File: src/rtl/regfile_pkg.sv
// Shared types and default geometry for the register-file write-port controller.
package regfile_pkg;

   localparam int DATA_W     = 64;
   localparam int ADDR_W     = 5;
   localparam int NREG       = 32;
   localparam int ZERO_REG   = 31;
   localparam int STARVE_MAX = 3;

   typedef enum logic {INIT, RUN} wctl_state_t;

   typedef struct packed {
      logic              en;
      logic [ADDR_W-1:0] addr;
      logic [DATA_W-1:0] data;
   } rf_wr_t;

endpackage

File: src/rtl/wb_starve_arbiter.sv
// Two-requester write-port arbiter: A has priority, B is forced through after
// STARVE_MAX consecutive denials.
module wb_starve_arbiter #(
   parameter int STARVE_MAX = 3,
   parameter int CNT_W      = (STARVE_MAX < 1) ? 1 : $clog2(STARVE_MAX + 1)
) (
   input  logic clk,
   input  logic rst,
   input  logic en,
   input  logic a_valid,
   input  logic b_valid,
   output logic grant_a,
   output logic grant_b
);

   localparam logic [CNT_W-1:0] CNT_MAX = CNT_W'(STARVE_MAX);

   logic [CNT_W-1:0] starve_cnt_p0;

   always_comb begin
      grant_b = en & b_valid & (~a_valid | (starve_cnt_p0 == CNT_MAX));
      grant_a = en & a_valid & ~grant_b;
   end

   // Counter only moves while arbitration is live; an idle B forgets its history.
   always_ff @(posedge clk) begin
      if (rst) begin
         starve_cnt_p0 <= '0;
      end else if (en) begin
         if (grant_b || !b_valid) begin
            starve_cnt_p0 <= '0;
         end else if (grant_a && (starve_cnt_p0 != CNT_MAX)) begin
            starve_cnt_p0 <= starve_cnt_p0 + 1'b1;
         end
      end
   end

endmodule

File: src/rtl/regfile_write_ctrl.sv
// Register-file write-port sequencer: clears the file after reset, then shares
// the port between the WB stage (A) and a multi-cycle unit (B).
module regfile_write_ctrl #(
   parameter int DATA_W     = regfile_pkg::DATA_W,
   parameter int ADDR_W     = regfile_pkg::ADDR_W,
   parameter int NREG       = regfile_pkg::NREG,
   parameter int ZERO_REG   = regfile_pkg::ZERO_REG,
   parameter int STARVE_MAX = regfile_pkg::STARVE_MAX
) (
   input  logic              clk,
   input  logic              reset,
   input  logic              a_valid,
   output logic              a_ready,
   input  logic [ADDR_W-1:0] a_addr,
   input  logic [DATA_W-1:0] a_data,
   input  logic              b_valid,
   output logic              b_ready,
   input  logic [ADDR_W-1:0] b_addr,
   input  logic [DATA_W-1:0] b_data,
   output logic              wr_en,
   output logic [ADDR_W-1:0] wr_addr,
   output logic [DATA_W-1:0] wr_data,
   output logic              init_busy
);

   import regfile_pkg::*;

   localparam logic [ADDR_W-1:0] CLR_LAST  = ADDR_W'(NREG - 2);
   localparam logic [ADDR_W-1:0] ZERO_ADDR = ADDR_W'(ZERO_REG);

   wctl_state_t       state_p0, state_d;
   logic [ADDR_W-1:0] clr_cnt_p0, clr_cnt_d;
   logic              wr_en_p1, wr_en_d;
   logic [ADDR_W-1:0] wr_addr_p1, wr_addr_d;
   logic [DATA_W-1:0] wr_data_p1, wr_data_d;
   logic              busy_p1, busy_d;

   logic              arb_en;
   logic              grant_a, grant_b;
   logic [ADDR_W-1:0] xfer_addr;
   logic [DATA_W-1:0] xfer_data;

   // Ready must stay low during reset even when the FSM still sits in RUN.
   assign arb_en = (state_p0 == RUN) & ~reset;

   wb_starve_arbiter #(
      .STARVE_MAX (STARVE_MAX)
   ) u_arb (
      .clk     (clk),
      .rst     (reset),
      .en      (arb_en),
      .a_valid (a_valid),
      .b_valid (b_valid),
      .grant_a (grant_a),
      .grant_b (grant_b)
   );

   assign a_ready = grant_a;
   assign b_ready = grant_b;

   always_comb begin
      state_d   = state_p0;
      clr_cnt_d = clr_cnt_p0;
      wr_en_d   = 1'b0;
      wr_addr_d = wr_addr_p1;
      wr_data_d = wr_data_p1;
      busy_d    = busy_p1;
      xfer_addr = grant_b ? b_addr : a_addr;
      xfer_data = grant_b ? b_data : a_data;

      case (state_p0)
         INIT: begin
            wr_en_d   = 1'b1;
            wr_addr_d = clr_cnt_p0;
            wr_data_d = '0;
            // The hardwired-zero register is last, so the clear stops one short of it.
            if (clr_cnt_p0 == CLR_LAST) begin
               state_d = RUN;
               busy_d  = 1'b0;
            end else begin
               clr_cnt_d = clr_cnt_p0 + 1'b1;
            end
         end
         RUN: begin
            if ((grant_a || grant_b) && (xfer_addr != ZERO_ADDR)) begin
               wr_en_d   = 1'b1;
               wr_addr_d = xfer_addr;
               wr_data_d = xfer_data;
            end
         end
      endcase
   end

   // p0 -> p1: state and the registered write port
   always_ff @(posedge clk) begin
      if (reset) begin
         state_p0   <= INIT;
         clr_cnt_p0 <= '0;
         wr_en_p1   <= 1'b0;
         wr_addr_p1 <= '0;
         wr_data_p1 <= '0;
         busy_p1    <= 1'b1;
      end else begin
         state_p0   <= state_d;
         clr_cnt_p0 <= clr_cnt_d;
         wr_en_p1   <= wr_en_d;
         wr_addr_p1 <= wr_addr_d;
         wr_data_p1 <= wr_data_d;
         busy_p1    <= busy_d;
      end
   end

   assign wr_en     = wr_en_p1;
   assign wr_addr   = wr_addr_p1;
   assign wr_data   = wr_data_p1;
   assign init_busy = busy_p1;

endmodule
File: config.mk
export PLATFORM = sky130hd
export DESIGN_NAME = regfile_write_ctrl
export DESIGN_NICKNAME = d
export VERILOG_FILES = /design/src/rtl/regfile_pkg.sv /design/src/rtl/wb_starve_arbiter.sv /design/src/rtl/regfile_write_ctrl.sv
export SDC_FILE = /design/constraint.sdc
export NUM_CORES = 1
export LEC_CHECK = 0
export CORE_MARGIN = 4
export CORE_UTILIZATION = 39
export DETAILED_ROUTE_END_ITERATION = 10
export GPL_TIMING_DRIVEN = 0
export MAX_ROUTING_LAYER = met4
export PLACE_DENSITY = 0.78
export SYNTH_ARGS = -nofsm -noshare
export SYNTH_HDL_FRONTEND = slang
export SYNTH_SLANG_ARGS = --single-unit
File: constraint.sdc
create_clock -name clk -period 2.2 [get_ports clk]
set_input_delay 0.22 -clock clk [delete_from_list [all_inputs] [get_ports clk]]
set_output_delay 0.22 -clock clk [all_outputs]
set_load 0.02 [all_outputs]
# Word-level counts from Yosys, hierarchy flattened
# Index checks and enable logic that the tools add are counted.
# classes
n_addsub	2
multipliers	0
div	0
order_cmp	0
eq_ne	5
shifts	0
muxes	12
bitwise_logic	11
n_reduce_logical	9
# ops
operator	n
$mux 64	2
$pmux 64 s2	1
$mux 5	2
$pmux 5 s2	1
$reduce_and 2->1	3
$add 5x1->5 const B	1
$and 1x1->1	5
$eq 5x5->1 const B	1
$ne 5x5->1 const B	1
$not 1->1	5
$mux 2	2
$mux 1	3
$add 2x1->2 const B	1
$eq 2x2->1 const B	1
$logic_and 1x1->1	2
$logic_or 1x1->1	2
$ne 2x1->1 const B	1
$ne 2x2->1 const B	1
$pmux 1 s2	1
$reduce_bool 2->1	1
$logic_not 1->1	1
$or 1x1->1	1
# word_totals
reg_bits	79
latch_bits	0
ramBits	0
romBits	0
output_inout_bits	73
wordCells	46
n_memories	0

# Logic depth before layout (Yosys ltp)
# Gate-level depths: netlist of run 1.
# depth
depth_word	10
mapped_depth	8

# Cells and area by module
# Synthesis of run 1 repeated with hierarchy kept, for this count alone.
# hier_totals
hier_cells	318
hier_area_um2	3508.4
# by_module_without_submodules
module	instances	cells_each	area_each_um2	seq_area_each_um2
regfile_write_ctrl	1	305	3392.0	1541.5
wb_starve_arbiter	1	13	116.4	40.0

# Worst setup path after synthesis of run 1
# No wires, ideal clock.
# synth_timing
kind	register -> register
startpoint	register u_arb.starve_cnt_p0[0]
endpoint	register wr_data_p1[0], in the netlist wr_data[0]
setup_ns	0.072
t_arrival_ns	1.683
required_time_ns	2.128
slack_ns	0.445
path_stages_with_launch	8
path_buffers	2
period_less_slack_ns	1.755
cell_sequence	dfxtp_1 -> ha_1 -> nor2b_1 -> or4b_4 -> o211ai_2 -> buf_12 -> buf_12 -> mux2i_1
# synth_via
elab_chain_len	8
word_cells_on_any_way	13
classes_between	3 x eq/ne; 4 x mux; 4 x bitwise; 2 x reduce/logical
# synth_rtl
item	line	rtl
start, declared	wb_starve_arbiter.sv:18	logic [CNT_W-1:0] starve_cnt_p0;
start signal, assigned	wb_starve_arbiter.sv:33	starve_cnt_p0 <= starve_cnt_p0 + 1'b1;
$eq 2x2->1 (*)	wb_starve_arbiter.sv:21	grant_b = en & b_valid & (~a_valid | (starve_cnt_p0 == CNT_MAX));
$or 1x1->1 (*)	wb_starve_arbiter.sv:21	
$and 1x1->1 (*)	wb_starve_arbiter.sv:21	
parallel branches: the longest is 5 deep, another holds $mux 5	n/a	
end signal, assigned	regfile_write_ctrl.sv:108	wr_data_p1 <= wr_data_d;
end, declared	regfile_write_ctrl.sv:35	logic [DATA_W-1:0] wr_data_p1, wr_data_d;
# Every way passes the cells marked *. The select of a mux whose other input is x is not followed.
# A chain may end at the register's enable or synchronous reset.

# Worst setup path after layout of run 1
# layout_timing
startpoint	register u_arb.starve_cnt_p0[0]
endpoint	output a_ready
# layout_via
elab_chain_len	5
# layout_rtl
item	line	rtl
$eq 2x2->1	wb_starve_arbiter.sv:21	
$or 1x1->1	wb_starve_arbiter.sv:21	
$and 1x1->1	wb_starve_arbiter.sv:21	
$not 1->1	wb_starve_arbiter.sv:22	grant_a = en & a_valid & ~grant_b;
$and 1x1->1	wb_starve_arbiter.sv:22	
end, declared	regfile_write_ctrl.sv:13	output logic a_ready,
# Every way passes these cells.

==> results of run 1 <==
[repair_timing]
action / 4_1_cts / 5_1_grt
cloned: 0 / 0
resized for setup: 4 / 1
endpoints found under the setup margin: 2 / 4
hold buffers: 0 / 0
[tightest hold or removal path, stage by stage]
cell and delay [ns]:
buf_6 0.11, a311o_1 0.11, a311oi_1 0.04
[registers in the layout (all words and copies together), names as in the netlist]
| signal | flops |
|---|---|
| wr_en | 1 |
| u_arb.starve_cnt_p0 | 2 |
| wr_addr | 5 |
| state_p0 | 1 |
| clr_cnt_p0 | 5 |
| wr_data | 64 |
| init_busy | 1 |
[through the flow]
stage	total power [mW]	setup TNS (ns)
3_3_place_gp	1.843	-2.432
6_report	3.098	0
3_5_place_dp	1.852	-4.166
4_1_cts	3.126	0
5_1_grt	3.207	-0.02046
2_1_floorplan	1.563	0
[placed cells by master (no fill, tap or decap), types with 8 or more instances in the layout]
cell type	n
nand3b_1	33
nand3_1	8
nor2_1	13
dfxtp_1	79
mux2i_1	118
clkbuf_1	10
clkbuf_8	10
nand2_1	41
clkdlybuf4s50_1	211
[worst paths after layout]
path                                                           from                  endpoint  slack, ns
worst min-delay path                                          reset   wr_addr[2]$_SDFFE_PP0P_       0.18
worst min register to register             wr_data[54]$_SDFFE_PP0P_  wr_data[54]$_SDFFE_PP0P_       0.46
worst max register to register  u_arb.starve_cnt_p0[0]$_SDFFE_PP0P_  wr_data[40]$_SDFFE_PP0P_       0.16
worst max-delay path            u_arb.starve_cnt_p0[0]$_SDFFE_PP0P_                   a_ready       0.15
[metal layers]
layer | routed length [um] | share of wire | vias to the layer above | GRT usage
met3 | 870 | 0.067 | 14 | 0.04559
li1 | - | - | 1831 | -
met4 | 151 | 0.012 | 0 | 0.06041
met2 | 6748 | 0.52 | 132 | 0.3825
met5 | 0 | 0 | - | -
met1 | 5142 | 0.40 | 1795 | 0.2497
[area by class of cell]
| type | count | area (sq um) |
|---|---|---|
| clock buffer | 10 | 137.6 |
| sequential | 79 | 1582 |
| tap | 133 | 166.4 |
| timing repair buffer | 213 | 2130 |
| multi-input combinational | 272 | 2140 |
| fill | 788 | 3338 |
| buffer | 29 | 246.5 |
| clock inverter | 4 | 95.09 |
| inverter | 8 | 30.03 |
[power by group through the flow]
stage | combinational, mW | sequential [mW] | clock [mW]
global route | 0.396 | 1.45 | 1.36
floorplan | 0.0800 | 1.48 | 0
global placement | 0.364 | 1.48 | 0
CTS | 0.374 | 1.45 | 1.30
detailed placement | 0.371 | 1.48 | 0
finish | 0.371 | 1.45 | 1.28
[logic make-up (layout without fill, tap and decap cells)]
group	count (synthesis)	in the layout	synth area share
compound gates	27	27	0.05151
xor+xnor	3	3	0.006597
fa+ha+maj	3	3	0.009423
buf+inv	37	264	0.06878
flops	79	79	0.3970
mux	118	118	0.2965
simple gates	121	121	0.1702
==> run summary, run 1 <==
final non-filler cell total - 748
worst reg-to-reg path cell count - 7
crit-path cells - ha_1, nand2b_1, a21oi_4, and2_1, dlygate4sd2_1
CP peak stage delay - 0.34 ns
Clock transition at path regs - 0.08 ns
Worst EP arrival - 1.83 ns
CP endpoint kind - output port
Initial Utilization - 0.4039
CTS Sinks - 79
Max Buffers Root-to-Sink - 2
GP Congestion - 0.8852
grt total ovfl - 0
internal cell power - 2.482 mW
first-pass GRT wire length - 19490 um
Crit Path Category - flip-flop to output port
die width - 109.1 um
Final min period - 2.050 ns
via/cell ratio - 5.043
cell with the most instances after synthesis - mux2i_1
Tcrit/Tclk final - 0.9317
flops & latches, synth - 79
DRT Pass-1 Iters - 4
Final setup violation count - 0
clk_skew - 0.006573 ns
clock share of power - 0.413
area of the die - 11900 sq um
I/O Buffers - 213
Post-synth ARST share - 0
ranking of synthesized cells by area - dfxtp_1 (40%), mux2i_1 (30%), nand3b_1 (6.2%)
worst-path maximum fanout - 6
Slowest-stage cell, CP - dfxtp_1
net switching power - 0.6169 mW
initial drt markers - 153
core area - 9864 sq um
Pwr Density - 474.8 nW/um^2
Required @ worst endpoint - 1.98 ns
synthesis warning total - 0
detailed placer's ending HPWL - 10270 um
relative slew slack - 0.5899
Ant. Diodes - 0
RSZ-0062 raised after global routing - yes
CP Buf/Inv Count - 1
syn avg cell area - 10.27 sq um
top_reg_cell synth - dfxtp_1
Final Hold Viols - 0
total leakage power - 3.170 nW
hold path depth - 3
initial antenna violation count - 0
Synth top area share - 0.3970
vias in the first global route - 3955
FMAX - 0.4879 GHz
# nets final - 757
Crit path depth - 5
Netlist cell types - 40
Cells after Synth - 388
CTS tree - built
placed cell area - 6282 sq um
GRT Total Usage - 0.2175
fraction of power spent switching nets - 0.1991
outcome - finished clean
# DRC - 0
layout cells sized above 1 - 0.05854
Inst Count DP - 734
worst-margin pin slew - 0.6071 ns
area added between synthesis and finish - 63.82%
Detail Route Antenna Nets - 0
I/O Pins - 215
Chip Height - 109.1 um
max-cap violations - 0
DR vias - 3772
Post-synth EDFFs - 0
Worst IR Drop VDD - 0.3527 mV
clk_lat worst skew - 0.34 ns
total wire length - 12910 um
largest net degree at the start of global routing - 13
pre-CTS WS - -0.1034 ns
Root Driver - clkbuf_8
Syn Nets - 533
Cell Area, Synth - 3984 sq um
hold slack final - 0.1801 ns
cell taking the most area after synthesis - dfxtp_1
Rows - 36
family with the most delay on the worst path - simple AND/OR/NAND/NOR gates
Seq pwr share - 0.467
Worst Hold Class - input pin to flip-flop
TritonCTS buffer count - 9
Util after Layout - 0.6616
CP startpoint kind - flip-flop
Post-CTS Setup Inserts - 0
commonest cells in the netlist - mux2i_1 (118), dfxtp_1 (79), nand2_1 (41)
htree depth - 3
wire per inst - 17.26 um
register area share after synthesis - 0.3970
Logic pwr share - 0.120
Slew Limit Fails - 0
post-route design area - 6526 sq um
setup ws final - 0.1503 ns
Power figures use the tool's default switching activity.
==> run 2, diff against run 1 <==
- CORE_MARGIN: 4 -> unset
- CTS_BUF_LIST: unset -> sky130_fd_sc_hd__clkbuf_16
==> run summary, run 2 (synthesized netlist as in run 1, its figures left out) <==
grt total ovfl - 0
Slew Limit Fails - 0
layout cells sized above 1 - 0.05835
Pwr Density - 495.6 nW/um^2
first-pass GRT wire length - 18300 um
initial antenna violation count - 0
met3 Use GR - 0.04542
final non-filler cell total - 750
Inst Count DP - 734
Post-CTS Hold Fix Bufs - 0
GRT Total Usage - 0.2332
Root Driver - clkbuf_16
area added between synthesis and finish - 65.26%
largest net degree at the start of global routing - 14
FMAX - 0.4876 GHz
max-cap violations - 0
die width - 103.1 um
DRT Pass-1 Iters - 4
initial drt markers - 95
DR vias - 3763
I/O Pins - 215
Register Area - 1582 sq um
Final Hold Viols - 0
Tcrit/Tclk final - 0.9321
Clock transition at path regs - 0.06 ns
Worst EP arrival - 2.30 ns
Detail Route Antenna Nets - 0
Rows - 36
clk_skew - 0.007390 ns
Power Total - 3.263 mW
Max Buffers Root-to-Sink - 2
Worst Hold Class - input pin to flip-flop
CP Buf/Inv Count - 3
vias in the first global route - 3818
Worst IR Drop VDD - 0.4105 mV
hold path start - reset
Final min period - 2.051 ns
max FFs per register - 64
Final setup violation count - 0
Post-CTS Setup Inserts - 0
Worst path most repeated cell - clkbuf_1
Slowest-stage cell, CP - clkbuf_1
detailed placer's ending HPWL - 9472 um
FILL cells - 838
# DRC - 0
CP endpoint kind - flip-flop
GP Congestion - 0.8509
worst-path maximum fanout - 10
Chip Height - 103.1 um
CTS tree - built
Critical R2R Launch - state_p0$_SDFF_PP0_
htree depth - 3
CP peak stage delay - 0.51 ns
clk_lat worst skew - 0.33 ns
Initial Utilization - 0.4057
met2 usage - 0.4031
crit-path cells - buf_4, and2b_1, clkbuf_1, clkbuf_1, nand2_1, mux2i_1
RSZ-0062 raised after global routing - no
met1 GRT Util - 0.2756
Crit Path Category - flip-flop to flip-flop
relative slew slack - 0.6120
outcome - finished clean
TritonCTS buffer count - 9
GR peak layer - met2
area of the die - 10620 sq um
multi-input logic area - 2140 sq um
total wire length - 12080 um
CTS Sinks - 79
commonest non-fill, non-tap cell in the layout - clkdlybuf4s50_1
most frequent cells in the layout - clkdlybuf4s50_1 (211), mux2i_1 (118), dfxtp_1 (79)
via/cell ratio - 5.017
Required @ worst endpoint - 2.45 ns
worst-margin pin slew - 0.5821 ns
CP startpoint - state_p0$_SDFF_PP0_
Ant. Diodes - 0
wire per inst - 16.11 um
CP startpoint kind - flip-flop
total leakage power - 3.186 nW
# nets final - 757
I/O Buffers - 213
family with the most delay on the worst path - buffers and inverters
core area - 9819 sq um
-- run 2: stage by stage --
step | setup TNS (ns) | hold WS (ns) | area, sq um | util | setup WS, ns
floorplan | 0 | 0.3699 | 3984 | - | 0.4450
global placement | -2.477 | 0.4445 | 6282 | 0.6398 | -0.05217
detailed placement | -3.159 | 0.4500 | 6282 | 0.6398 | -0.09244
CTS | 0 | 0.1952 | 6584 | 0.6705 | 0.1403
global route | 0 | 0.2124 | 6584 | 0.6705 | 0.006608
finish | 0 | 0.1988 | 6584 | 0.6705 | 0.1493
-- run 2: per-layer routing --
metal	wire (um)	share of wire
met3	629	0.052
met2	6178	0.51
met5	0	0
met4	141	0.012
met1	5131	0.42
-- run 2: path summary, 6_finish.rpt --
path | end | slack (ns) | depth (start not counted)
worst min-delay path | wr_addr[2]$_SDFFE_PP0P_ | 0.20 | 3
worst max-delay path | wr_data[62]$_SDFFE_PP0P_ | 0.15 | 6
worst max register to register | wr_data[62]$_SDFFE_PP0P_ | 0.15 | 6
worst min register to register | wr_data[29]$_SDFFE_PP0P_ | 0.46 | 2
-- run 2: area by class of cell --
class                           count  share of cell area
Sequential cell                    79              0.2402
Tap cell                          133             0.02528
Buffer                             29             0.03744
Inverter                            8            0.004561
Multi-Input combinational cell    272              0.3250
Clock inverter                      7            0.009882
Clock buffer                        9             0.03421
Timing Repair Buffer              213              0.3235
-- run 2: timing repair --
action                                 CTS  global route
endpoints found under the hold margin    0             0
setup endpoints to repair                2             0
gates resized for setup                  5             0
-- run 2: power by group --
group / internal, mW / switching [mW]
clock: 0.868 / 0.575
combinational: 0.273 / 0.0976
sequential: 1.44 / 0.00923
-- run 2: worst min-delay path, cell delays in order --
cell      delay, ns
buf_6          0.11
a311o_1        0.11
a311oi_1       0.04
